**src/rtl/mbist_ctl.sv**
```systemverilog
// March C- BIST sequencer for the shared XRAM/IRAM behind the memory peripheral bus.
// Drives the bus BIST override and checks read data one cycle later, capturing the first failure.
module mbist_ctl #(
    parameter logic [10:0] XA_LO   = 11'h000,
    parameter logic [10:0] XA_HI   = 11'h4FF,
    parameter logic [10:0] IA_LO   = 11'h500,
    parameter logic [10:0] IA_HI   = 11'h5FF,
    parameter bit          IRAM_EN = 1'b1,
    parameter logic [7:0]  PAT     = 8'h00
) (
    input  logic        mclk,
    input  logic        srstz,
    input  logic        start,
    input  logic        abort,
    input  logic [7:0]  iram_rdat,
    input  logic [7:0]  xram_rdat,
    output logic        bist_en,
    output logic        bist_wr,
    output logic [10:0] bist_adr,
    output logic [7:0]  bist_wdat,
    output logic        bist_xram,
    output logic        busy,
    output logic        done,
    output logic        fail,
    output logic [7:0]  fail_cnt,
    output logic [10:0] fail_adr,
    output logic        fail_xram,
    output logic [7:0]  fail_rdat,
    output logic [7:0]  fail_exp
);

    typedef enum logic [1:0] {IDLE, RUN, FLUSH, DONE} state_t;

    state_t      state, state_nxt;
    logic [2:0]  elem, elem_nxt;
    logic        op, op_nxt;
    logic [10:0] adr_nxt;
    logic        xram_nxt;
    logic        en_nxt, wr_nxt;
    logic [7:0]  wdat_nxt;
    logic        start_acc, active;
    logic [10:0] lo, hi;
    logic        down, last_op, at_end;
    logic [7:0]  exp_cur;
    logic        rd_pend, rd_xram;
    logic [10:0] rd_adr;
    logic [7:0]  rd_exp, rdat;

    assign busy      = bist_en;
    assign active    = (state == RUN) || (state == FLUSH);
    assign start_acc = (state == IDLE || state == DONE) && start && !abort;
    assign lo        = bist_xram ? XA_LO : IA_LO;
    assign hi        = bist_xram ? XA_HI : IA_HI;
    assign down      = (elem == 3'd3) || (elem == 3'd4);
    // M1..M4 are read-then-write pairs; M0 and M5 are single ops
    assign last_op   = (elem == 3'd0) || (elem == 3'd5) || op;
    assign at_end    = down ? (bist_adr == lo) : (bist_adr == hi);
    assign exp_cur   = (elem == 3'd2 || elem == 3'd4) ? ~PAT : PAT;
    assign rdat      = rd_xram ? xram_rdat : iram_rdat;

    always_ff @(posedge mclk or negedge srstz) begin
        if (!srstz) state <= IDLE;
        else        state <= state_nxt;
    end

    always_comb begin
        state_nxt = state;
        elem_nxt  = elem;
        op_nxt    = op;
        adr_nxt   = bist_adr;
        xram_nxt  = bist_xram;
        case (state)
            IDLE, DONE: if (start_acc) begin
                state_nxt = RUN;
                elem_nxt  = 3'd0;
                op_nxt    = 1'b0;
                adr_nxt   = XA_LO;
                xram_nxt  = 1'b1;
            end
            RUN: if (abort) begin
                state_nxt = IDLE;
            end else if (!last_op) begin
                op_nxt = 1'b1;
            end else if (!at_end) begin
                op_nxt  = 1'b0;
                adr_nxt = down ? bist_adr - 11'd1 : bist_adr + 11'd1;
            end else if (elem != 3'd5) begin
                elem_nxt = elem + 3'd1;
                op_nxt   = 1'b0;
                adr_nxt  = (elem == 3'd2 || elem == 3'd3) ? hi : lo;
            end else if (bist_xram && IRAM_EN) begin
                elem_nxt = 3'd0;
                op_nxt   = 1'b0;
                adr_nxt  = IA_LO;
                xram_nxt = 1'b0;
            end else begin
                state_nxt = FLUSH;
            end
            FLUSH: state_nxt = abort ? IDLE : DONE;
            default: state_nxt = IDLE;
        endcase
    end

    always_comb begin
        en_nxt   = (state_nxt == RUN) || (state_nxt == FLUSH);
        wr_nxt   = (state_nxt == RUN) &&
                   ((elem_nxt == 3'd0) || (elem_nxt != 3'd5 && op_nxt));
        wdat_nxt = bist_wdat;
        if (wr_nxt) wdat_nxt = (elem_nxt == 3'd1 || elem_nxt == 3'd3) ? ~PAT : PAT;
    end

    always_ff @(posedge mclk or negedge srstz) begin
        if (!srstz) begin
            elem      <= 3'd0;
            op        <= 1'b0;
            bist_en   <= 1'b0;
            bist_wr   <= 1'b0;
            bist_adr  <= '0;
            bist_wdat <= '0;
            bist_xram <= 1'b0;
            done      <= 1'b0;
            rd_pend   <= 1'b0;
            rd_xram   <= 1'b0;
            rd_adr    <= '0;
            rd_exp    <= '0;
            fail      <= 1'b0;
            fail_cnt  <= '0;
            fail_adr  <= '0;
            fail_xram <= 1'b0;
            fail_rdat <= '0;
            fail_exp  <= '0;
        end else begin
            elem      <= elem_nxt;
            op        <= op_nxt;
            bist_en   <= en_nxt;
            bist_wr   <= wr_nxt;
            bist_adr  <= adr_nxt;
            bist_wdat <= wdat_nxt;
            bist_xram <= xram_nxt;
            done      <= (state_nxt == DONE);
            rd_pend   <= (state == RUN) && !abort && !bist_wr;
            rd_xram   <= bist_xram;
            rd_adr    <= bist_adr;
            rd_exp    <= exp_cur;
            if (start_acc) begin
                fail      <= 1'b0;
                fail_cnt  <= '0;
                fail_adr  <= '0;
                fail_xram <= 1'b0;
                fail_rdat <= '0;
                fail_exp  <= '0;
            end else if (rd_pend && !(active && abort) && rdat != rd_exp) begin
                if (fail_cnt != 8'hFF) fail_cnt <= fail_cnt + 8'd1;
                if (!fail) begin
                    fail      <= 1'b1;
                    fail_adr  <= rd_adr;
                    fail_xram <= rd_xram;
                    fail_rdat <= rdat;
                    fail_exp  <= rd_exp;
                end
            end
        end
    end

endmodule

```
**config.mk**
```make
export PLATFORM = sky130hd
export DESIGN_NAME = mbist_ctl
export DESIGN_NICKNAME = d
export VERILOG_FILES = /design/src/rtl/mbist_ctl.sv
export SDC_FILE = /design/constraint.sdc
export NUM_CORES = 1
export LEC_CHECK = 0
export ABC_AREA = 1
export BUFFER_PORTS_ARGS = -buffer_cell sky130_fd_sc_hd__clkbuf_2
export CORE_UTILIZATION = 55
export CTS_CLUSTER_DIAMETER = 150
export DETAILED_ROUTE_END_ITERATION = 8
export MAX_ROUTING_LAYER = met4
export PLACE_DENSITY_LB_ADDON = 0.12
export SETUP_SLACK_MARGIN = 0.05
export SYNTH_ARGS = -nofsm -noshare
export SYNTH_HDL_FRONTEND = slang
export SYNTH_SLANG_ARGS = --single-unit
```
**constraint.sdc**
```tcl
create_clock -name mclk -period 3.3 [get_ports mclk]
set_clock_uncertainty 0.1 [all_clocks]
set_input_delay 0.495 -clock mclk [delete_from_list [all_inputs] [get_ports mclk]]
set_output_delay 0.495 -clock mclk [all_outputs]
set_load 0.02 [all_outputs]
```
==> impl_metrics.yaml, run 1 <==
outcome:
  outcome: "completed"
global_route:
  grt_max_degree: 67
  grt_pass1_wl_mm: 13.1
  antenna_found_initial: 0
  grt_overflow_total: 0
  gr-usage-all-layers: 0.240
  grt_pass1_vias: 2870
finish:
  num-fill-cells: 518
  design_area_mm2: 0.00451
  final_cell_mix: "80 x clkbuf_2, 66 x dfrtp_1, 65 x nand2_1, 61 x inv_1, 26 x nand3_1"
  n_antenna_cell: 0
  fin_nets: 555
  layout-drive-gt1-share: 0.312
  fin_util: 0.699
  final_common_cell: "clkbuf_2"
  area_growth_syn_to_layout_pct: 20.2
  final_cells: 596
sta:
  setup_ws_ns: 0.186
  period_share: 0.944
  setup_viol: 0
  finalHoldViolations: 0
  tightest_slew_ns: 0.810
  timing.slew.headroom: 0.460
  final.min_clock_period_ns: 3.11
  grt_setup_unrepaired: "yes"
  finalSetupTns_ns: 0
  clock.fmax_mhz: 321
  whs_ns: 0.216
  finalMaxSlewViolations: 0
pwr:
  powerDensity_mw_per_mm2: 560
  vdd_drop_max_mv: 0.269
  power_mw: 2.53
  p_leak_nw: 2.38
clocking:
  cts_tree: "built"
  cts_htree_levels: 3
  clk_pin_slew_worst_paths_ns: 0.08
  clock_path_buffers: 2
  clkSinkCount: 66
  root_buffer: "clkbuf_8"
  clkLatencyLatePin_ns: 0.34
  numCtsBuffers: 9
  cts_hold_buffers: 0
synth:
  synth_edf_count: 0
  synthArstFlopShare: 1.00
  synth_cell_types: 41
  ys_warn_count: 0
  netlist.area_leader.share: 0.440
  synthTopCellsByArea: "dfrtp_1 44%, nand2_1 7.0%, ha_1 6.7%"
  syn_inst: 432
  ys.flop_type: "dfrtp_1"
  synth-seq-area-share: 0.440
  yosys.area.top_type: "dfrtp_1"
  syn_area_mm2: 0.00375
  ys_ff_latch: 66
  syn_nets: 473
  avgSynthCellArea_um2: 8.69
setup_path:
  crit_fanout: 7
  regToRegStartpoint: "elem[0]"
  crit_path_start_kind: "register"
  rrSetupSlack_ns: 0.19
  cp-end-kind: "register"
  crit_required_ns: 3.44
  timing.rr.end: "bist_wdat[6]"
  critPathKind: "register to register"
  cp.arrival_ns: 3.25
  reg2regPathDepth: 23
place:
  placed_cells: 572
  hpwl_mm: 5.91
  place_area_mm2: 0.00414
  portBuffers: 80
  dp_slack_ns: 0.183
  routabilityCongestion: 0.905
job:
  maxCapViolCount: 0
floorplanning:
  dieWidth_um: 84.6
  die_h_um: 84.6
  dieArea_mm2: 0.00716
  core_mm2: 0.00646
  io_pins: 81
  start_util: 0.581
  num_rows: 29
routing:
  drt-met1-wl_mm: 3.99
  met2_length_mm: 3.85
  vias: 3143
  dr.first_iter.drc_count: 198
  met3WireLength_um: 397
  drc: 0
  avgRoutedWirePerCell_um: 14.0
  final_antenna_net_count: 0
  wirelength_mm: 8.35
  top_layer_used: "met4"
  avgViaCountPerCell: 5.27
  dr.pass1.iters: 7
worst_hold_path:
  min_path_type: "input port to async pin"
## worst max path at each step
| stage | slack (ns) | end | startpoint |
|---|---|---|---|
| 2_1_floorplan | 0.52 | bist_wdat[6] | elem[0] |
| 6_report | 0.19 | bist_wdat[6] | elem[0] |
| 5_1_grt | 0.001 | bist_wdat[6] | elem[0] |
| 3_5_place_dp | 0.18 | bist_wdat[6] | elem[0] |
| 3_3_place_gp | 0.28 | bist_wdat[6] | elem[1] |
| 4_1_cts | 0.17 | bist_wdat[6] | elem[0] |
## repair_timing
action | CTS | global route
gates resized for setup | 0 | 28
setup endpoints to repair | 0 | 13
buffers inserted | 0 | 8
## final cells by class
class | instances | area [um2] | share of cell area
inverter | 75 | 285 | 0.0632
multi-input combinational | 270 | 1810 | 0.401
tap | 77 | 96.3 | 0.0213
sequential | 66 | 1650 | 0.366
clock buffer | 9 | 124 | 0.0274
clock inverter | 7 | 52.6 | 0.0116
timing repair buffer | 92 | 494 | 0.110
## where the power goes
| part | internal, mW | switching (mW) | leakage [nW] |
|---|---|---|---|
| clock network | 0.277 | 0.327 | 0.0900 |
| logic | 0.281 | 0.576 | 1.40 |
| registers | 0.946 | 0.121 | 0.893 |
## state kept, by name, indices dropped and copies added, names as in the netlist, 2 cells and up
register and flops:
elem 3, fail_rdat 8, bist_adr 11, state 2, fail_cnt 8, rd_adr 11, fail_adr 11
## worst max-delay path, stage by stage, from the launching register on
cell and delay, ns:
dfrtp_1 0.39, inv_2 0.05, ha_2 0.20, inv_2 0.06, nand2_2 0.07, nand2_4 0.09
clkinvlp_4 0.20, buf_6 0.20, ha_4 0.29, nand2_2 0.08, nor2_4 0.15, nand3_4 0.10
nor2_8 0.18, nand2_8 0.06, nor2_4 0.16, nand3_2 0.08, nand2_1 0.07, nand2_1 0.06
nand2_2 0.07, nand3_1 0.07, nand2_1 0.08, nand3_2 0.07, nand2_1 0.07, nand2_1 0.05
## synthesized netlist by cell type, drive strengths merged, types with 4 or more instances
library cell / instances
o31ai: 4
nand4: 11
mux2i: 5
nor2: 22
buf: 18
o211ai: 4
xor2: 6
nand3: 37
nor3: 4
a21oi: 19
ha: 20
inv: 73
o21ai: 29
a21o: 4
dfrtp: 66
nand2: 79
o22ai: 14
## metal layers
layer	GRT usage	up-vias
met5	-	-
met4	0.0709	0
met3	0.0541	13
met2	0.358	99
met1	0.329	1456
li1	-	1575
## kinds of logic (layout without fill, tap and decap cells)
| group | count (synthesis) | in the layout | share of synthesized area |
|---|---|---|---|
| xor gates and xnor gates | 9 | 9 | 0.0210 |
| adders and majority gates | 21 | 21 | 0.0720 |
| and+or+nand+nor | 157 | 157 | 0.214 |
| AOI/OAI and AO/OA | 78 | 78 | 0.126 |
| buffers and inverters | 96 | 183 | 0.114 |
| muxes | 5 | 5 | 0.0133 |
| DFF | 66 | 66 | 0.440 |
Power figures use the tool's default switching activity.
==> inputs of run 2 (changes only) <==
- BUFFER_PORTS_ARGS: -buffer_cell sky130_fd_sc_hd__clkbuf_2 -> -buffer_cell sky130_fd_sc_hd__buf_2
- GPL_TIMING_DRIVEN: unset -> 0
==> impl_metrics.yaml, run 2 (synthesis gave the netlist of run 1 again) <==
outcome:
  outcome: "complete, but fails checks"
  violations: "design-rule violations"
floorplanning:
  die_h_um: 84.6
  num_rows: 29
  io_pins: 81
  start_util: 0.581
  dieArea_mm2: 0.00716
  dieWidth_um: 84.6
  core_mm2: 0.00646
setup_path:
  crit_buf_inv: 4
  crit_path_start_kind: "register"
  rrSetupSlack_ns: 0.18
  cp.arrival_ns: 3.27
  crit_fanout: 8
  timing.rr.end: "bist_adr[7]"
  cp_slowest_cell: "dfrtp_1"
  crit_chain: "ha_2 -> inv_2 -> nand2_4 -> nand2_4 -> clkinvlp_4 -> buf_6 -> ha_4 -> nand2_2 -> nor2_2 -> nand3_2 -> nor2_8 -> nand2_2 -> nand2_1 -> nand2_1 -> nand2_4 -> inv_2 -> nand2_2 -> a21oi_1 -> a21o_1"
  critical_path.top_delay_family: "simple AND/OR/NAND/NOR gates"
  cpPeakStageDelay_ns: 0.41
  critPathKind: "register to register"
  reg2regPathDepth: 19
  regToRegStartpoint: "elem[0]"
  crit_required_ns: 3.45
  cp-end-kind: "register"
routing:
  vias: 3315
  dr.first_iter.drc_count: 227
  wirelength_mm: 8.82
  avgViaCountPerCell: 5.38
  avgRoutedWirePerCell_um: 14.3
  dr.pass1.iters: 9
  final_antenna_net_count: 0
  drc: 10
clocking:
  cts_htree_levels: 3
  clkLatencyLatePin_ns: 0.35
  numCtsBuffers: 9
  root_buffer: "clkbuf_8"
  clock_path_buffers: 2
  cts_tree: "built"
  cts_hold_buffers: 0
  clkSinkCount: 66
  clk_pin_slew_worst_paths_ns: 0.08
job:
  maxCapViolCount: 0
finish:
  reg_top3: "bist_adr (11), fail_adr (11), rd_adr (11)"
  num-fill-cells: 501
  area_growth_syn_to_layout_pct: 24.2
  design_area_mm2: 0.00466
  fin_nets: 575
  n_antenna_cell: 0
  final_common_cell: "buf_2"
  final_cell_mix: "81 x buf_2, 66 x dfrtp_1, 64 x nand2_1, 61 x inv_1, 27 x nand3_1"
  layout-drive-gt1-share: 0.334
sta:
  timing.slew.headroom: 0.453
  setup_ws_ns: 0.175
  finalHoldViolations: 0
  final.min_clock_period_ns: 3.12
  grt_setup_unrepaired: "no"
  clock.fmax_mhz: 320
  finalMaxSlewViolations: 0
  period_share: 0.947
  finalSetupTns_ns: 0
  tightest_slew_ns: 0.821
  setup_viol: 0
global_route:
  grt_max_degree: 67
  gr-usage-all-layers: 0.263
  grt_pass1_wl_mm: 14.3
  grt_overflow_total: 0
  grt_pass1_vias: 3093
  antenna_found_initial: 0
place:
  routabilityCongestion: 0.890
  hpwl_mm: 5.97
  portBuffers: 80
  dp_slack_ns: 0.0583
  place_area_mm2: 0.00425
pwr:
  p_clk_frac: 0.242
  p_sw_mw: 1.04
  power_switching_share: 0.407
  sequentialPowerShare: 0.413
  p_leak_nw: 2.54
  powerDensity_mw_per_mm2: 549
  pwr-share-comb: 0.345
  internal_power_mw: 1.52
  vdd_drop_max_mv: 0.330
worst_hold_path:
  min_path_type: "input port to async pin"
[run 2: changes by cell type in the layout (fill, tap and decap cells not counted), sizes merged]
| cell | before | now |
|---|---|---|
| buf | 12 | 109 |
| clkbuf | 89 | 12 |
| clkinv | 6 | 5 |
| clkinvlp | 2 | 3 |
[run 2: how the worst max path moves through the flow]
stage                               to  slack (ns)  cells after the start     from
after floorplan           bist_wdat[6]        0.52                     22  elem[0]
after CTS                  bist_adr[7]        0.07                     20  elem[0]
final                      bist_adr[7]        0.18                     19  elem[0]
after global placement     bist_adr[7]        0.14                     19  elem[1]
after global routing      bist_wdat[6]        0.01                     22  elem[0]
after detailed placement   bist_adr[7]        0.06                     19  elem[1]
[run 2: final cells by class]
class	count	area, um2	area share
Buffer	21	145	0.0311
Tap cell	77	96.3	0.0207
Clock buffer	9	124	0.0266
Multi-Input combinational cell	270	1820	0.390
Sequential cell	66	1650	0.354
Timing Repair Buffer	91	493	0.106
Inverter	75	285	0.0612
Clock inverter	7	51.3	0.0110
[run 2: worst reg2reg max path, stage by stage, from the launching register on]
cell        delay (ns)
dfrtp_1           0.41
ha_2              0.21
inv_2             0.08
nand2_4           0.07
nand2_4           0.09
clkinvlp_4        0.15
buf_6             0.16
ha_4              0.28
nand2_2           0.07
nor2_2            0.14
nand3_2           0.13
nor2_8            0.19
nand2_2           0.10
nand2_1           0.08
nand2_1           0.09
nand2_4           0.13
inv_2             0.11
nand2_2           0.18
a21oi_1           0.09
a21o_1            0.16
[run 2: stage by stage]
| step | cells | util | hold WS, ns | power (mW) |
|---|---|---|---|---|
| detailed placement | 589 | 0.658 | 0.326 | 1.93 |
| floorplan | 432 | - | 0.0994 | 1.65 |
| CTS | 612 | 0.705 | 0.161 | 2.56 |
| finish | 616 | 0.722 | 0.135 | 2.56 |
| global placement | 589 | 0.658 | 0.316 | 1.90 |
| global route | 616 | 0.722 | 0.202 | 2.73 |
[run 2: per-layer routing]
metal  wire length, um  share of wire  up-vias  GRT usage
li1                  -              -     1617          -
met1              3810           0.43     1544      0.342
met2              4210           0.48      127      0.410
met3               579          0.066       27     0.0482
met4               218          0.025        0      0.103
met5                 0              0        -          -
[run 2: power by group through the flow]
stage / sequential [mW] / combinational, mW / clock (mW)
3_5_place_dp: 1.07 / 0.867 / 0
4_1_cts: 1.05 / 0.879 / 0.629
2_1_floorplan: 1.18 / 0.469 / 0
6_report: 1.06 / 0.883 / 0.620
3_3_place_gp: 1.06 / 0.845 / 0
5_1_grt: 1.07 / 0.985 / 0.668
[run 2: repair_timing]
| item | in CTS | in global routing |
|---|---|---|
| setup buffers | 7 | 4 |
| pin swaps | 0 | 8 |
| endpoints found under the setup margin | 1 | 16 |
| resized for setup | 7 | 22 |
